**src/rtl/gt_common_rst_pkg.sv**
```systemverilog
// Shared types for the GTP common PLL reset sequencer: per-PLL state encoding,
// retry counter width and the Moore output decode used by the top level.
package gt_common_rst_pkg;

    localparam int RETRY_W = 4;

    typedef enum logic [2:0] {
        ST_PD        = 3'd0,
        ST_PD_EXIT   = 3'd1,
        ST_RESET     = 3'd2,
        ST_WAIT_LOCK = 3'd3,
`ifdef GT_PLL_LOCK_DEBOUNCE_EN
        ST_STABLE    = 3'd4,
`endif
        ST_READY     = 3'd5,
        ST_FAIL      = 3'd6
    } pll_rst_state_t;

    // Counter width able to hold 0..n-1, never narrower than one bit.
    function automatic int cnt_w(input int n);
        return (n < 2) ? 1 : $clog2(n);
    endfunction

    // Returns {pd, reset, ready, fail} for a state.
    function automatic logic [3:0] pll_rst_outs(input pll_rst_state_t s);
        case (s)
            ST_PD:                return 4'b1100;
            ST_PD_EXIT, ST_RESET: return 4'b0100;
            ST_READY:             return 4'b0010;
            ST_FAIL:              return 4'b0101;
            default:              return 4'b0000;
        endcase
    endfunction

endpackage

```
**src/rtl/gt_pll_rst_fsm.sv**
```systemverilog
// One PLL's lock/refclk-lost synchronizer, phase/timeout counters and
// power-up/reset/lock-wait/retry FSM. GT_PLL_LOCK_DEBOUNCE_EN adds lock debounce.
module gt_pll_rst_fsm
    import gt_common_rst_pkg::*;
#(
    parameter int RESET_CYCLES       = 16,
    parameter int PD_SETTLE_CYCLES   = 32,
    parameter int LOCK_TIMEOUT       = 65536,
    parameter int LOCK_STABLE_CYCLES = 1024,
    parameter int MAX_RETRIES        = 8
) (
    input  logic                clk_i,
    input  logic                rst_i,
    input  logic                pd_req_i,
    input  logic                restart_i,
    input  logic                lock_i,
    input  logic                refclk_lost_i,
    output pll_rst_state_t      state_o,
    output logic [RETRY_W-1:0]  retry_cnt_o
);

    localparam int PH_N  = (PD_SETTLE_CYCLES > RESET_CYCLES) ? PD_SETTLE_CYCLES : RESET_CYCLES;
    localparam int PH_W  = cnt_w(PH_N);
    localparam int TMO_W = cnt_w(LOCK_TIMEOUT);
    localparam logic [PH_W-1:0]  PD_LAST  = PH_W'(PD_SETTLE_CYCLES - 1);
    localparam logic [PH_W-1:0]  RST_LAST = PH_W'(RESET_CYCLES - 1);
    localparam logic [TMO_W-1:0] TMO_LAST = TMO_W'(LOCK_TIMEOUT - 1);

    if (RESET_CYCLES < 2) begin : g_bad_reset_cycles
        $error("RESET_CYCLES must be at least 2");
    end
    if (PD_SETTLE_CYCLES < 1) begin : g_bad_pd_settle
        $error("PD_SETTLE_CYCLES must be at least 1");
    end
    if (LOCK_TIMEOUT < 2) begin : g_bad_lock_timeout
        $error("LOCK_TIMEOUT must be at least 2");
    end
    if (LOCK_STABLE_CYCLES < 1) begin : g_bad_lock_stable
        $error("LOCK_STABLE_CYCLES must be at least 1");
    end
    if (MAX_RETRIES < 0) begin : g_bad_max_retries
        $error("MAX_RETRIES must not be negative");
    end

    logic [1:0]         sync_lock_q;
    logic [1:0]         sync_lost_q;
    pll_rst_state_t     state_q;
    logic [PH_W-1:0]    phase_q;
    logic [TMO_W-1:0]   tmo_q;
    logic [RETRY_W-1:0] retry_q;
`ifdef GT_PLL_LOCK_DEBOUNCE_EN
    localparam int STB_W = cnt_w(LOCK_STABLE_CYCLES);
    localparam logic [STB_W-1:0] STB_LAST = STB_W'(LOCK_STABLE_CYCLES - 1);
    logic [STB_W-1:0]   stb_q;
`endif

    logic               good;
    logic               tmo_hit;
    logic               to_fail;
    logic [RETRY_W-1:0] retry_inc;

    // Both raw PLL status lines are asynchronous to clk.
    always_ff @(posedge clk_i) begin
        if (rst_i) begin
            sync_lock_q <= '0;
            sync_lost_q <= '0;
        end else begin
            sync_lock_q <= {sync_lock_q[0], lock_i};
            sync_lost_q <= {sync_lost_q[0], refclk_lost_i};
        end
    end

    always_comb begin
        good      = sync_lock_q[1] & ~sync_lost_q[1];
        tmo_hit   = (tmo_q == TMO_LAST);
        retry_inc = (retry_q == '1) ? retry_q : retry_q + RETRY_W'(1);
        to_fail   = (MAX_RETRIES != 0) && (int'(retry_inc) == MAX_RETRIES);
    end

    always_ff @(posedge clk_i) begin
        if (rst_i) begin
            state_q <= ST_RESET;
            phase_q <= '0;
            tmo_q   <= '0;
            retry_q <= '0;
`ifdef GT_PLL_LOCK_DEBOUNCE_EN
            stb_q   <= '0;
`endif
        end else if (pd_req_i) begin
            state_q <= ST_PD;
            phase_q <= '0;
        end else if (restart_i) begin
            state_q <= ST_RESET;
            phase_q <= '0;
            retry_q <= '0;
        end else begin
            case (state_q)
                ST_PD: begin
                    state_q <= ST_PD_EXIT;
                    phase_q <= '0;
                end
                ST_PD_EXIT: begin
                    if (phase_q == PD_LAST) begin
                        state_q <= ST_RESET;
                        phase_q <= '0;
                    end else begin
                        phase_q <= phase_q + PH_W'(1);
                    end
                end
                ST_RESET: begin
                    if (phase_q == RST_LAST) begin
                        state_q <= ST_WAIT_LOCK;
                        tmo_q   <= '0;
`ifdef GT_PLL_LOCK_DEBOUNCE_EN
                        stb_q   <= '0;
`endif
                    end else begin
                        phase_q <= phase_q + PH_W'(1);
                    end
                end
                ST_WAIT_LOCK: begin
                    tmo_q <= tmo_q + TMO_W'(1);
                    if (tmo_hit) begin
                        retry_q <= retry_inc;
                        state_q <= to_fail ? ST_FAIL : ST_RESET;
                        phase_q <= '0;
                    end else if (good) begin
`ifdef GT_PLL_LOCK_DEBOUNCE_EN
                        state_q <= ST_STABLE;
                        stb_q   <= '0;
`else
                        state_q <= ST_READY;
`endif
                    end
                end
`ifdef GT_PLL_LOCK_DEBOUNCE_EN
                // The timeout keeps running across debounce glitches.
                ST_STABLE: begin
                    tmo_q <= tmo_q + TMO_W'(1);
                    if (tmo_hit) begin
                        retry_q <= retry_inc;
                        state_q <= to_fail ? ST_FAIL : ST_RESET;
                        phase_q <= '0;
                    end else if (!good) begin
                        state_q <= ST_WAIT_LOCK;
                        stb_q   <= '0;
                    end else if (stb_q == STB_LAST) begin
                        state_q <= ST_READY;
                    end else begin
                        stb_q <= stb_q + STB_W'(1);
                    end
                end
`endif
                ST_READY: begin
                    if (!good) begin
                        state_q <= ST_RESET;
                        phase_q <= '0;
                    end
                end
                ST_FAIL: begin
                    state_q <= ST_FAIL;
                end
                default: begin
                    state_q <= ST_RESET;
                    phase_q <= '0;
                end
            endcase
        end
    end

    assign state_o     = state_q;
    assign retry_cnt_o = retry_q;

endmodule

```
**src/rtl/gt_common_pll_rst_seq.sv**
```systemverilog
// Power-down/reset sequencer for both GTP common PLLs (PLL0 = PCIe, PLL1 = SFP).
// Define GT_PLL_LOCK_DEBOUNCE_EN to require LOCK_STABLE_CYCLES of stable lock before ready.
module gt_common_pll_rst_seq
    import gt_common_rst_pkg::*;
#(
    parameter int RESET_CYCLES       = 16,
    parameter int PD_SETTLE_CYCLES   = 32,
    parameter int LOCK_TIMEOUT       = 65536,
    parameter int LOCK_STABLE_CYCLES = 1024,
    parameter int MAX_RETRIES        = 8
) (
    input  logic                     clk,
    input  logic                     rst,
    input  logic [1:0]               pll_pd_req,
    input  logic [1:0]               pll_restart,
    input  logic [1:0]               pll_lock,
    input  logic [1:0]               pll_refclk_lost,
    output logic [1:0]               pll_pd,
    output logic [1:0]               pll_reset,
    output logic [1:0]               pll_ready,
    output logic [1:0]               pll_fail,
    output logic [1:0][RETRY_W-1:0]  pll_retry_cnt
);

    pll_rst_state_t pll_state [2];

    for (genvar g = 0; g < 2; g++) begin : g_pll
        gt_pll_rst_fsm #(
            .RESET_CYCLES       (RESET_CYCLES),
            .PD_SETTLE_CYCLES   (PD_SETTLE_CYCLES),
            .LOCK_TIMEOUT       (LOCK_TIMEOUT),
            .LOCK_STABLE_CYCLES (LOCK_STABLE_CYCLES),
            .MAX_RETRIES        (MAX_RETRIES)
        ) u_fsm (
            .clk_i         (clk),
            .rst_i         (rst),
            .pd_req_i      (pll_pd_req[g]),
            .restart_i     (pll_restart[g]),
            .lock_i        (pll_lock[g]),
            .refclk_lost_i (pll_refclk_lost[g]),
            .state_o       (pll_state[g]),
            .retry_cnt_o   (pll_retry_cnt[g])
        );

        // Outputs depend on registered state only.
        assign {pll_pd[g], pll_reset[g], pll_ready[g], pll_fail[g]} = pll_rst_outs(pll_state[g]);
    end

endmodule

```
**config.mk**
```make
export PLATFORM = sky130hd
export DESIGN_NAME = gt_common_pll_rst_seq
export DESIGN_NICKNAME = d
export VERILOG_FILES = /design/src/rtl/gt_common_rst_pkg.sv /design/src/rtl/gt_pll_rst_fsm.sv /design/src/rtl/gt_common_pll_rst_seq.sv
export SDC_FILE = /design/constraint.sdc
export NUM_CORES = 1
export LEC_CHECK = 0
export BUFFER_PORTS_ARGS = -buffer_cell sky130_fd_sc_hd__buf_4
export CORE_MARGIN = 5
export CORE_UTILIZATION = 54
export CTS_CLUSTER_DIAMETER = 100
export CTS_CLUSTER_SIZE = 20
export DETAILED_ROUTE_END_ITERATION = 16
export HOLD_SLACK_MARGIN = 0.05
export PLACE_DENSITY_LB_ADDON = 0.08
export SYNTH_ARGS = -nofsm -noshare
export SYNTH_HDL_FRONTEND = slang
export SYNTH_SLANG_ARGS = --single-unit
```
**constraint.sdc**
```tcl
create_clock -name clk -period 2.1 [get_ports clk]
set_clock_uncertainty 0.15 [all_clocks]
set_input_delay 0.21 -clock clk [delete_from_list [all_inputs] [get_ports clk]]
set_output_delay 0.21 -clock clk [all_outputs]
set_load 0.05 [all_outputs]
```
==> results.md <==
- Synth Warn #: 0
- Worst-path maximum fanout: 3
- All-Layer GR Usage: 19.8%
- RSZ-0062 raised after global routing: yes
- Netlist Area Pre-Place: between 0.003 and 0.004 sq mm
- H-tree levels: 3
- Root Buffer: clkbuf_8
- R2r setup slk: 0.05 ns
- Worst slew margin: 75.3%
- Synthesized flop and latch total: between 60 and 70
- Iteration-0 DRC Markers: 113
- Starting density of the core: between 50% and 60%
- Worst Hold Class: input pin to flip-flop
- Top cells by instance count after synthesis: 64 x dfxtp_1, 46 x nor2_1, 30 x nand2_1, 21 x nand3_1, 18 x a21oi_1
- Worst Reg-to-Reg Cells: 8
- Top post-synthesis cells by area: dfxtp_1 37%, nor2_1 5.0%, xnor2_1 3.8%
- Family with the most delay on the worst path: simple AND/OR/NAND/NOR gates
- Setup crit start kind: flip-flop
- Initial antenna violation count: 0
- Seq pwr share: 48.4%
- Ant diodes: 0
- CTS buffer count: 9
- Final Max Slew Viols: 0
- Pleak: 1.81 nW
- Max Buffers Root-to-Sink: 2
- # rows: 29
- Layout Cells excl Fill: 566
- First-pass GRT wire length: 13600 microns
- Vias in the first global route: 3007
- Distinct cell type count after synthesis: 67
- # clock sinks: 64
- Fill cells: 490
- DP HPWL: 5500 microns
- Syn Area/Cell: 8.61 sq um
- Ys flop type: dfxtp_1
- Layout cells sized above 1: 33.1%
- CP bufs+invs: 0
- Initial DRT Pass Iterations: 4
- Worst-path clk slew: 0.07 ns
- Seq/Total Area, Yosys: between 30% and 40%
- Reg-to-Reg Start: g_pll[1].u_fsm.phase_q[1]
- Gate power share: 9.5%
- Nets: approximately 500
- Critical R2R Capture: g_pll[1].u_fsm.state_o[1]
- Required @ worst endpoint: 2.21 ns
- Crit path arrival time: around 2.2 ns
- DIE WIDTH: approximately 90 microns
- Final Hold Vio Count: 0
- FFs w/ async S/R, synth: 0%
- Setup violations, final: 0
- Cell count after placement: 534
- TritonCTS clock tree: built
- Crit path to: g_pll[1].u_fsm.state_o[1]
- Worst slew pin tran: 0.361 ns
- Chip height: between 80 and 90 microns
- Internal power: 1.94 mW
- Drt total wl: 8170 microns
- Largest net degree at the start of global routing: 17
- Top cell type's share of synthesized area: 37.2%
- Core box area: 0.00628 sq mm
- Sw Share: 23.8%
- Max-cap violations: 0
- Worst IR Drop VDD: 0.501 mV
- Slowest stage cell, crit path: or4b_1
- Final period util: 97.8%
- Crit path kind: flip-flop to flip-flop
- Cell with the most instances after synthesis: dfxtp_1
- Post-synth EDFFs: 0
- Post-Synthesis Cells: 400
- Crit path from: g_pll[1].u_fsm.phase_q[1]
- Die area: 0.00807 sq mm
- Critical Path Most Common Cell: ha_4
- Yosys top cell by area: dfxtp_1
- Vias: between 3000 and 4000
- Max Clk Rate: about 0.49 GHz
- Grt total ovfl: 0
- Clock power frac: 42.1%
- P per Cell Area: 554 mW/mm^2
- Worst setup EP type: flip-flop
- CP Cell Sequence: ha_4 > and3_4 > ha_4 > or3b_4 > a21oi_2 > a21o_1 > or4b_1 > o2111ai_1
- P_sw: 608 uW
- Critical path's largest stage delay: around 0.51 ns
- Vias per Instance: 5.54
- Minimum clock period: 2.05 ns
- Clock latency at the later pin of the worst-skew pair: roughly 0.34 ns
- Post-DRT Antenna Nets: 0
- WP depth: 8
- Synth-to-Final Area Change: 33.7%
- WL per Instance: 14.4 microns
- Post-Syn Nets: 420
- Status: finished clean
- I/O Buffers: 25
- Setup tns final: 0 ns
- Global placer's final weighted congestion: 0.891
- Ports: 26
- DRC viols: 0
-- per-layer routing --
metal / vias up / global-route usage, % / part of all wire [%] / wire length [microns]
met4: 0 / 8.19 / 1.8 / 145
met3: 12 / 3.26 / 3.1 / 252
met1: 1484 / 25.7 / 47 / 3820
met5: - / 0 / 0 / 0
met2: 47 / 32.7 / 48 / 3950
li1: 1591 / - / - / -
-- state kept, by name (all words and copies together) (netlist names) --
signal,count
g_pll.u_fsm.retry_cnt_o,8
g_pll.u_fsm.sync_lock_q,4
g_pll.u_fsm.phase_q,10
g_pll.u_fsm.sync_lost_q,4
g_pll.u_fsm.state_o,6
g_pll.u_fsm.tmo_q,32
-- through the flow --
step	setup slack, ns	hold slack, ns	utilization [%]	power (mW)	cell area [sq um]
2_1_floorplan	-0.101	0.188	-	1.40	3470
3_3_place_gp	-0.0350	0.269	64.4	1.47	4050
3_5_place_dp	-0.114	0.272	64.4	1.48	4050
4_1_cts	-0.0171	0.0638	70.0	2.57	4390
5_1_grt	-0.0373	0.0975	73.4	2.66	4600
6_report	0.0458	0.0831	73.4	2.55	4600
-- repair_timing --
item	CTS	global route
hold buffers	6	0
pin swaps	4	21
hold endpoints to repair	6	0
setup buffers	1	8
endpoints found under the setup margin	16	29
resized for setup	16	40
cloned	1	0
-- layout by cell type, fill, tap and decap left out, types with 4 or more instances in the layout --
| master | n |
|---|---|
| xnor2_1 | 15 |
| or3_1 | 6 |
| inv_1 | 15 |
| dfxtp_2 | 7 |
| buf_4 | 82 |
| a31oi_1 | 4 |
| nand3_1 | 19 |
| o21ai_0 | 12 |
| nand2b_1 | 5 |
| or3b_4 | 4 |
| a21oi_1 | 15 |
| and3_1 | 4 |
| nor4_4 | 4 |
| nand2_1 | 29 |
| dfxtp_1 | 54 |
| nand4_1 | 6 |
| mux2i_1 | 7 |
| nor2b_1 | 14 |
| ha_4 | 6 |
| xor2_1 | 11 |
| dlygate4sd3_1 | 6 |
| nor2_1 | 43 |
| clkbuf_8 | 11 |
| nor3_1 | 11 |
-- cell families (layout without fill, tap and decap cells) --
family / Yosys count / after routing / share of synthesized area (%)
AOI/OAI and AO/OA: 70 / 70 / 14.2
xor gates and xnor gates: 26 / 26 / 6.61
adders and majority gates: 10 / 10 / 3.63
buffers and inverters: 36 / 125 / 4.76
DFF: 64 / 64 / 37.2
muxes: 8 / 8 / 2.36
and+or+nand+nor: 186 / 186 / 31.3
-- worst register-to-register path, stage by stage (launching register included) --
cell and delay (ns):
dfxtp_2 0.36, ha_4 0.14, and3_4 0.21, ha_4 0.16, or3b_4 0.12, a21oi_2 0.05, a21o_1 0.18, or4b_1 0.51
o2111ai_1 0.10
-- worst min path at each step --
stage                                        startpoint  slack, ns  cells past startpoint                       endpoint
after floorplan                             pll_lock[0]       0.19                      1  g_pll[0].u_fsm.sync_lock_q[0]
after global placement    g_pll[0].u_fsm.sync_lock_q[0]       0.27                      1  g_pll[0].u_fsm.sync_lock_q[1]
after detailed placement  g_pll[0].u_fsm.sync_lost_q[0]       0.27                      1  g_pll[0].u_fsm.sync_lost_q[1]
after CTS                                 pll_pd_req[1]       0.06                      3  g_pll[1].u_fsm.retry_cnt_o[3]
after global routing                     pll_restart[1]        0.1                      3      g_pll[1].u_fsm.state_o[1]
final                                     pll_pd_req[1]       0.08                      3  g_pll[1].u_fsm.retry_cnt_o[3]
-- layout make-up --
class,instances,area [sq um],share of cell area (%)
multi-input cells,300,2210,47.9
repair buffers,93,741,16.1
flip-flops and latches,64,1300,28.3
clock inverters,3,40.0,0.870
inverters,16,60.1,1.30
well taps,77,96.3,2.09
clock buffers,13,159,3.45
-- power groups by stage --
stage	logic, mW	clock network (mW)	registers, mW
floorplan	0.142	0	1.26
global placement	0.210	0	1.26
detailed placement	0.213	0	1.26
CTS	0.230	1.10	1.24
global route	0.261	1.17	1.24
finish	0.242	1.08	1.23
Note: power is estimated with default switching activity, not from simulation.
